==> src/rtl/ov7670_pixel_capture.sv <==
// OV7670 capture stage: YUV422 luma extraction, DECIM x DECIM decimation
// and linear frame-buffer write generation, with frame/line sync checks.
module ov7670_pixel_capture #(
  parameter int         ADDR_WIDTH = 15,
  parameter int         SRC_W      = 640,
  parameter int         SRC_H      = 480,
  parameter int         DECIM      = 4,
  parameter logic [7:0] THRESH     = 8'd64,
  parameter bit         Y_FIRST    = 1'b1
) (
  input  logic                  pclk,
  input  logic                  reset,
  input  logic                  v_sync,
  input  logic                  h_ref,
  input  logic [7:0]            data_in,
  output logic [7:0]            Y,
  output logic                  pixel,
  output logic [ADDR_WIDTH-1:0] write_addr,
  output logic                  we,
  output logic                  frame_done,
  output logic                  frame_err,
  output logic                  line_err
);

  localparam int OUT_W = SRC_W / DECIM;
  localparam int OUT_H = SRC_H / DECIM;
  localparam int CW = $clog2(SRC_W + 1);
  localparam int RW = $clog2(SRC_H + 1);
  localparam int DW = (DECIM > 1) ? $clog2(DECIM) : 1;

  localparam logic [ADDR_WIDTH-1:0] NPIX =
    ADDR_WIDTH'(OUT_W * OUT_H);
  localparam logic [CW-1:0] COL_END = CW'(SRC_W);
  localparam logic [RW-1:0] ROW_END = RW'(SRC_H);
  localparam logic [DW-1:0] D_LAST  = DW'(DECIM - 1);

  typedef enum logic [1:0] {
    S_SYNC,
    S_VBLANK,
    S_ACTIVE
  } state_t;

  state_t state, state_nxt;

  logic                  phase;
  logic                  h_ref_d;
  logic                  lerr_seen;
  logic                  rerr_seen;
  logic [CW-1:0]         col;
  logic [RW-1:0]         row;
  logic [DW-1:0]         cmod;
  logic [DW-1:0]         rmod;
  logic [ADDR_WIDTH-1:0] addr;
  logic [ADDR_WIDTH-1:0] addr_nxt;

  logic active, luma, col_ovf, row_ovf, keep;
  logic line_end, lerr_evt, rerr_evt;
  logic frame_end, done_evt, ferr_evt;

  always_ff @(posedge pclk or posedge reset) begin
    if (reset) state <= S_SYNC;
    else       state <= state_nxt;
  end

  always_comb begin
    state_nxt = state;
    active    = 1'b0;
    luma      = 1'b0;
    col_ovf   = 1'b0;
    row_ovf   = 1'b0;
    keep      = 1'b0;
    line_end  = 1'b0;
    lerr_evt  = 1'b0;
    rerr_evt  = 1'b0;
    frame_end = 1'b0;
    done_evt  = 1'b0;
    ferr_evt  = 1'b0;
    addr_nxt  = addr;

    unique case (state)
      S_SYNC:   if (v_sync)  state_nxt = S_VBLANK;
      S_VBLANK: if (!v_sync) state_nxt = S_ACTIVE;
      S_ACTIVE: if (v_sync)  state_nxt = S_VBLANK;
      default:               state_nxt = S_SYNC;
    endcase

    active   = (state == S_ACTIVE);
    luma     = active && h_ref && (phase != Y_FIRST);
    col_ovf  = (col >= COL_END);
    row_ovf  = (row >= ROW_END);
    keep     = luma && !col_ovf && !row_ovf &&
               (cmod == '0) && (rmod == '0) &&
               (addr != NPIX);
    line_end = active && h_ref_d && !h_ref &&
               (col != '0);
    lerr_evt = luma && col_ovf && !lerr_seen;
    rerr_evt = luma && row_ovf && !rerr_seen;

    if (keep) addr_nxt = addr + ADDR_WIDTH'(1);

    // frame end is judged on the address after a coincident write
    frame_end = active && v_sync;
    done_evt  = frame_end && (addr_nxt == NPIX);
    ferr_evt  = !done_evt && (frame_end || rerr_evt);
  end

  always_ff @(posedge pclk or posedge reset) begin
    if (reset) begin
      Y          <= '0;
      pixel      <= 1'b0;
      write_addr <= '0;
      we         <= 1'b0;
      frame_done <= 1'b0;
      frame_err  <= 1'b0;
      line_err   <= 1'b0;
      phase      <= 1'b0;
      h_ref_d    <= 1'b0;
      lerr_seen  <= 1'b0;
      rerr_seen  <= 1'b0;
      col        <= '0;
      row        <= '0;
      cmod       <= '0;
      rmod       <= '0;
      addr       <= '0;
    end else begin
      we         <= keep;
      frame_done <= done_evt;
      frame_err  <= ferr_evt;
      line_err   <= lerr_evt;
      h_ref_d    <= h_ref;
      phase      <= h_ref & ~phase;
      addr       <= addr_nxt;

      if (keep) begin
        Y          <= data_in;
        pixel      <= (data_in >= THRESH);
        write_addr <= addr;
      end

      if (state == S_VBLANK) begin
        phase     <= 1'b0;
        col       <= '0;
        row       <= '0;
        cmod      <= '0;
        rmod      <= '0;
        addr      <= '0;
        lerr_seen <= 1'b0;
        rerr_seen <= 1'b0;
      end else if (active) begin
        if (luma && !col_ovf) begin
          col  <= col + CW'(1);
          cmod <= (cmod == D_LAST) ? '0 : cmod + DW'(1);
        end
        if (lerr_evt) lerr_seen <= 1'b1;
        if (rerr_evt) rerr_seen <= 1'b1;
        if (line_end) begin
          col       <= '0;
          cmod      <= '0;
          lerr_seen <= 1'b0;
          if (!row_ovf) begin
            row  <= row + RW'(1);
            rmod <= (rmod == D_LAST) ? '0 : rmod + DW'(1);
          end
        end
      end
    end
  end

endmodule

==> config.mk <==
export PLATFORM = sky130hd
export DESIGN_NAME = ov7670_pixel_capture
export DESIGN_NICKNAME = d
export VERILOG_FILES = /design/src/rtl/ov7670_pixel_capture.sv
export SDC_FILE = /design/constraint.sdc
export NUM_CORES = 1
export LEC_CHECK = 0
export CAP_MARGIN = 20
export CELL_PAD_IN_SITES_DETAIL_PLACEMENT = 1
export CELL_PAD_IN_SITES_GLOBAL_PLACEMENT = 2
export CORE_MARGIN = 5
export CORE_UTILIZATION = 37
export CTS_BUF_LIST = sky130_fd_sc_hd__clkbuf_4
export DETAILED_ROUTE_END_ITERATION = 6
export PLACE_DENSITY_LB_ADDON = 0.3
export RECOVER_POWER = 100
export SYNTH_ARGS = -nofsm -noshare
export SYNTH_HDL_FRONTEND = slang
export SYNTH_SLANG_ARGS = --single-unit
==> constraint.sdc <==
create_clock -name pclk -period 3.1 [get_ports pclk]
set_clock_uncertainty 0.05 [all_clocks]
set_input_delay 0.465 -clock pclk [delete_from_list [all_inputs] [get_ports pclk]]
set_output_delay 0.465 -clock pclk [all_outputs]
set_load 0.05 [all_outputs]
==> results of run 1 <==
## kinds of logic after synthesis
family | count (synthesis) | synth area share [%]
buffers and inverters | 34 | 3.974
flip-flops | 72 | 49.76
XOR/XNOR | 23 | 5.563
AND/OR/NAND/NOR | 159 | 21.63
AO/OA/AOI/OAI | 54 | 9.364
adder cells (fa/ha/maj) | 14 | 4.838
multiplexers | 16 | 4.872
## worst paths after layout
kind                            startpoint              to  cells after the start
worst max-delay path               addr[0]      frame_done                      8
worst min-delay path             lerr_seen        line_err                      1
worst min register to register   lerr_seen        line_err                      1
max in group asynchronous            reset         h_ref_d                      3
min in group asynchronous            reset  write_addr[12]                      3
worst max register to register     addr[0]      frame_done                      8
## registers in the layout, indices dropped and copies added (netlist names), 2 cells and up
register / count
write_addr: 15
Y: 8
row: 9
state: 2
rmod: 2
addr: 15
cmod: 2
col: 10
## final cells by class
cell class / count / area, um^2
multi-input combinational: 266 / 1672
sequential: 72 / 1802
fill: 1141 / 5335
clock buffer: 9 / 67.56
tap: 133 / 166.4
inverter: 17 / 66.31
timing repair buffer: 47 / 444.2
clock inverter: 7 / 86.33
## cell usage in the layout (no fill, tap or decap), types with 3 or more instances in the layout
cell	n
nor3_1	6
mux2i_1	3
o21ai_0	18
o31ai_1	3
nand3b_1	3
a31oi_1	5
dfrtp_1	72
dlygate4sd3_1	30
nor4_1	7
and3_1	9
nand4_1	4
inv_1	15
nand2_1	54
mux2_2	13
a21oi_1	12
or3_1	4
clkbuf_4	9
nor2_1	35
xnor2_1	11
clkdlybuf4s50_1	9
clkinv_1	3
buf_4	6
nand3_1	20
ha_1	14
nor3b_1	3
xor2_1	12
and4_1	3
## where the power goes
group / internal [mW] / switching, mW / leakage, nW / total, mW
clock network: 0.321 / 0.345 / 0.0847 / 0.666
registers: 1.07 / 0.106 / 0.980 / 1.18
logic: 0.280 / 0.678 / 0.977 / 0.958
total: 1.67 / 1.13 / 2.04 / 2.80
## metal layers
metal / GRT usage (%) / up-vias / routed length [um]
li1: - / 1367 / -
met2: 26.89 / 43 / 4291
met1: 20.97 / 1411 / 4074
met3: 3.138 / 13 / 320
met4: 6.132 / 0 / 159
met5: 0 / - / 0
## worst max-delay path, stage by stage (launching register included)
cell and delay [ns]:
dfrtp_1 0.46, inv_1 0.10, ha_1 0.13, or4b_1 0.42
or4_1 0.59, nand3_1 0.15, xor2_1 0.09, a2111oi_1 0.45
and3_1 0.23
## stage by stage
step | util (%) | instances | power, mW
global placement | 43.29 | 535 | 2.177
CTS | 44.89 | 551 | 2.887
global route | 44.65 | 551 | 3.000
floorplan | - | 372 | 1.860
finish | 44.65 | 551 | 2.800
detailed placement | 43.29 | 535 | 2.213
==> summary.md, run 1 <==
| Metric | Value |
|---|---|
| Die ar. | `approximately 12,000 um^2` |
| Peak supply drop | `323.2 uV` |
| Drt total wl | `8846 um` |
| CTS buffer count | `9` |
| CP endpoint kind | `flop` |
| Post-CTS Setup Inserts | `0` |
| Final hold vios | `0` |
| FFs w/ async S/R, synth | `100.0%` |
| GPL Wtd Cong | `0.8706` |
| Cells after Synth | `372` |
| Cts repair resizes | `0` |
| Actual slew at the worst max-slew pin | `between 1.5 and 2 ns` |
| Post-synth top cells | `72 x dfrtp_1, 54 x nand2_1, 35 x nor2_1` |
| YS warnings | `0` |
| Synth Net Count | `398` |
| CTS max path bufs | `2` |
| Fmax | `364.1 MHz` |
| CTS root buf | `clkbuf_4` |
| Violated checks | `capacitance limit, slew limit` |
| Final worst slack | `roughly 0.35 ns` |
| Fin nets | `439` |
| CTS tree | `built` |
| H-tree depth | `3` |
| Total grt overflow | `0` |
| Setup TNS | `0 ns` |
| Finished Cell Area | `~4300 um^2` |
| Initial drt markers | `86` |
| Maxcap violations | `1` |
| Synth top area share | `49.76%` |
| RSZ-0062 raised after global routing | `false` |
| Worst-path fanout max | `7` |
| Routed len/inst | `16.05 um` |
| Final hold slack | `0.4091 ns` |
| Clock latency on the worst-skew pair | `0.41 ns` |
| IO Pins | `40` |
| Register area share after synthesis | `49.76%` |
| CTS Hold Bufs | `0` |
| Initial cell density of the core | `between 30% and 40%` |
| R2r setup slk | `0.35 ns` |
| CP Data Required Time | `approximately 3.4 ns` |
| Via density | `between 5 and 6` |
| Power Density | `650.6 nW/um^2` |
| Slew margin rel. | `-20.01%` |
| Global-route wire length before repair | `about 15,000 um` |
| Crit share post-route | `88.60%` |
| Area contributors post-synth | `dfrtp_1 50%, nand2_1 5.6%, ha_1 4.8%, mux2_2 4.0%, nor2_1 3.6%` |
| Period minus WS final | `between 2 and 3 ns` |
| Vias in the first global route | `2,984` |
| Via count | `2,834` |
| Area of the core | `9639 um^2` |
| Number of synthesized flops with an enable pin | `0` |
| Total track usage | `16.23%` |
| Yosys cell types | `49` |
| DRT Pass-1 Iters | `4` |
| Synthesized flop and latch total | `72` |
| DPL Wire Length | `6289 um` |
| Post-route ant nets | `0` |
| Mean Syn Cell Area | `9.734 um^2` |
| Syn Std Cell Area | `3621 um^2` |
| Layout area overhead | `18.87%` |
| Share of post-route cells with drive strength above 1 | `9.330%` |
| Initial antenna violation count | `0` |
| # diodes | `0` |
| Clock-pin slew on the worst setup and hold paths | `between 0.1 and 0.15 ns` |
| P_leak | `between 2 and 2.5 nW` |
| Min-Delay Path Class | `flop to flop` |
| Residual DRC count | `0` |
| Die height | `108.9 um` |
| Pre-CTS setup slack | `0.2600 ns` |
| Ys flop type | `dfrtp_1` |
| Crit path launch type | `flop` |
| Final Max Slew Viols | `73` |
| Worst Path Arrival | `3.06 ns` |
| Die X-Extent | `approximately 110 um` |
| Placed cell areas | `4173 um^2` |
| Kind of critical path | `flop to flop` |
| Clock Sinks | `72` |
| Leading cell type by number of instances after synthesis | `dfrtp_1` |
| Largest net degree at the start of global routing | `73` |
| Status | `finished with violations` |
| FP Rows | `36` |
| Area leader, netlist | `dfrtp_1` |
| IO buf count | `39` |
| Final setup violation count | `0` |
(Power assumes the default switching activity.)
==> inputs of run 2 (changes only) <==
PLACE_DENSITY = 0.84   (was default)
PLACE_DENSITY_LB_ADDON = default   (was 0.3)
==> run 2 against run 1 <==
Compared with the run above: the flow still finishes with violations (capacitance limit, slew limit); routed wire length shrank 2.6%; total power shrank 3.1%; hold slack gained 0.0074 ns; cell count grew 0.36%; sequential power is essentially flat; count of clock-buffer cells in the layout is the same; register-to-register slack lost 0.13 ns; die area is the same; global-route usage shrank 0.37 points.
==> summary.md, run 2 (same netlist as run 1, synthesis figures left out) <==
| Metric | Value |
|---|---|
| Status | `finished with violations` |
| Violated checks | `capacitance limit, slew limit` |
| Routed len/inst | `15.58 um` |
| Die X-Extent | `108.9 um` |
| CP Data Required Time | `about 3.4 ns` |
| Crit Reg-Reg Startpoint | `addr[0]` |
| CTS tree | `built` |
| Min-Delay Path Class | `flop to flop` |
| Die height | `108.9 um` |
| Share of post-route cells with drive strength above 1 | `8.810%` |
| Clock Sinks | `72` |
| Actual slew at the worst max-slew pin | `1.776 ns` |
| Top Registers | `addr (15), write_addr (15), col (10)` |
| Residual DRC count | `0` |
| Reg area | `1802 um^2` |
| Final hold vios | `0` |
| # fillers | `around 1,100` |
| Slew margin rel. | `-18.39%` |
| Largest net degree at the start of global routing | `73` |
| Finished Cell Area | `4278 um^2` |
| Global-route wire length before repair | `14,860 um` |
| Hold Path Depth | `1` |
| Vias in the first global route | `between 3,000 and 4,000` |
| H-tree depth | `3` |
| Clock latency on the worst-skew pair | `about 0.41 ns` |
| Setup TNS | `0 ns` |
| FP Rows | `36` |
| Worst Path Arrival | `around 3.2 ns` |
| R2r setup slk | `0.22 ns` |
| CP endpoint kind | `flop` |
| Via count | `2,808` |
| Initial drt markers | `80` |
| Post-CTS Setup Inserts | `0` |
| Peak supply drop | `264.2 uV` |
| Placed cell areas | `4188 um^2` |
| Cells on worst reg2reg path | `9` |
| Kind of critical path | `flop to flop` |
| Crit path launch type | `flop` |
| Power Density | `634.1 nW/um^2` |
| Initial antenna violation count | `0` |
| DPL Wire Length | `approximately 6300 um` |
| Hold endpoint | `phase` |
| Power Total | `2.713 mW` |
| Clock-pin slew on the worst setup and hold paths | `0.12 ns` |
| Total grt overflow | `0` |
| Layout area overhead | `18.14%` |
| IO Pins | `40` |
| CTS max path bufs | `2` |
| Die ar. | `11,860 um^2` |
| DRT Pass-1 Iters | `4` |
| # diodes | `0` |
| CTS Hold Bufs | `0` |
| Period minus WS final | `2.877 ns` |
| Final Max Slew Viols | `73` |
| Core Util, Final | `44.38%` |
| Total track usage | `between 15 and 20%` |
| Maxcap violations | `1` |
| Reg2reg end | `frame_done` |
| Initial cell density of the core | `between 30% and 40%` |
| Multi-input gate area | `1658 um^2` |
| Final setup violation count | `0` |
| Cts repair resizes | `0` |
| Worst-path fanout max | `19` |
| Crit share post-route | `92.80%` |
| Drt total wl | `8618 um` |
| GPL Wtd Cong | `between 0.8 and 0.9` |
| Worst Hold Launch | `phase` |
| Fin nets | `441` |
| CTS buffer count | `9` |
| RSZ-0062 raised after global routing | `false` |
| Via density | `5.078` |
| Area of the core | `just under 10,000 um^2` |
| CTS root buf | `clkbuf_4` |
| Fmax | `347.6 MHz` |
| Leading cell types in the layout, fill and taps excluded | `72 x dfrtp_1, 55 x nand2_1, 35 x nor2_1` |
| IO buf count | `39` |
| Post-route ant nets | `0` |
| Commonest non-fill, non-tap cell in the layout | `dfrtp_1` |
| P_leak | `2.030 nW` |
## run 2: cell types whose count changed in the layout (fill, tap and decap cells not counted)
| cell | change |
|---|---|
| buf_4 | +1 |
| bufinv_16 | -1 |
| clkbuf_1 | +1 |
| clkinv_1 | +1 |
| clkinv_2 | -1 |
| clkinvlp_4 | +1 |
| nand2_1 | +1 |
| nand2_4 | -1 |
| nor4_1 | +1 |
| nor4_2 | -1 |
## run 2: how the worst max path moves through the flow
stage | end | slack, ns | startpoint
2_1_floorplan | frame_err | 0.60 | addr[0]
3_3_place_gp | frame_done | 0.35 | h_ref
3_5_place_dp | frame_done | 0.18 | h_ref
4_1_cts | frame_done | 0.32 | addr[0]
5_1_grt | frame_done | 0.11 | addr[0]
6_report | frame_done | 0.22 | addr[0]
## run 2: stage by stage
step	cells	hold WS, ns	worst slack [ns]
6_report	553	0.4166	0.2233
5_1_grt	553	0.4346	0.1052
4_1_cts	553	0.3895	0.3179
3_5_place_dp	537	0.3865	0.1809
3_3_place_gp	537	0.3808	0.3455
2_1_floorplan	372	0.3627	0.5961
## run 2: worst max-delay path, stage by stage (launching register included)
cell,delay [ns]
dfrtp_1,0.47
inv_1,0.10
ha_1,0.15
or4b_1,0.41
or4_1,0.56
nand2_1,0.22
inv_4,0.14
a211o_1,0.29
a22oi_2,0.21
and3_1,0.20
## run 2: layout make-up
class                      count  share of cell area, %
clock inverter                 7                  1.462
sequential                    72                  42.12
inverter                      17                  1.550
clock buffer                   9                  1.579
multi-input combinational    266                  38.75
timing repair buffer          49                  10.65
tap                          133                  3.890
## run 2: report_power, final
group | internal, mW | leakage, nW | total, mW | switching, mW
clock network | 0.238 | 0.0684 | 0.576 | 0.338
registers | 1.07 | 0.980 | 1.17 | 0.104
logic | 0.283 | 0.981 | 0.962 | 0.679
total | 1.59 | 2.03 | 2.71 | 1.12
## run 2: routing by layer
metal	vias to the layer above	GRT usage, %	wire, um
met4	0	3.517	82
li1	1368	-	-
met1	1395	21.22	4045
met5	-	0	0
met2	37	25.92	4207
met3	8	4.026	281
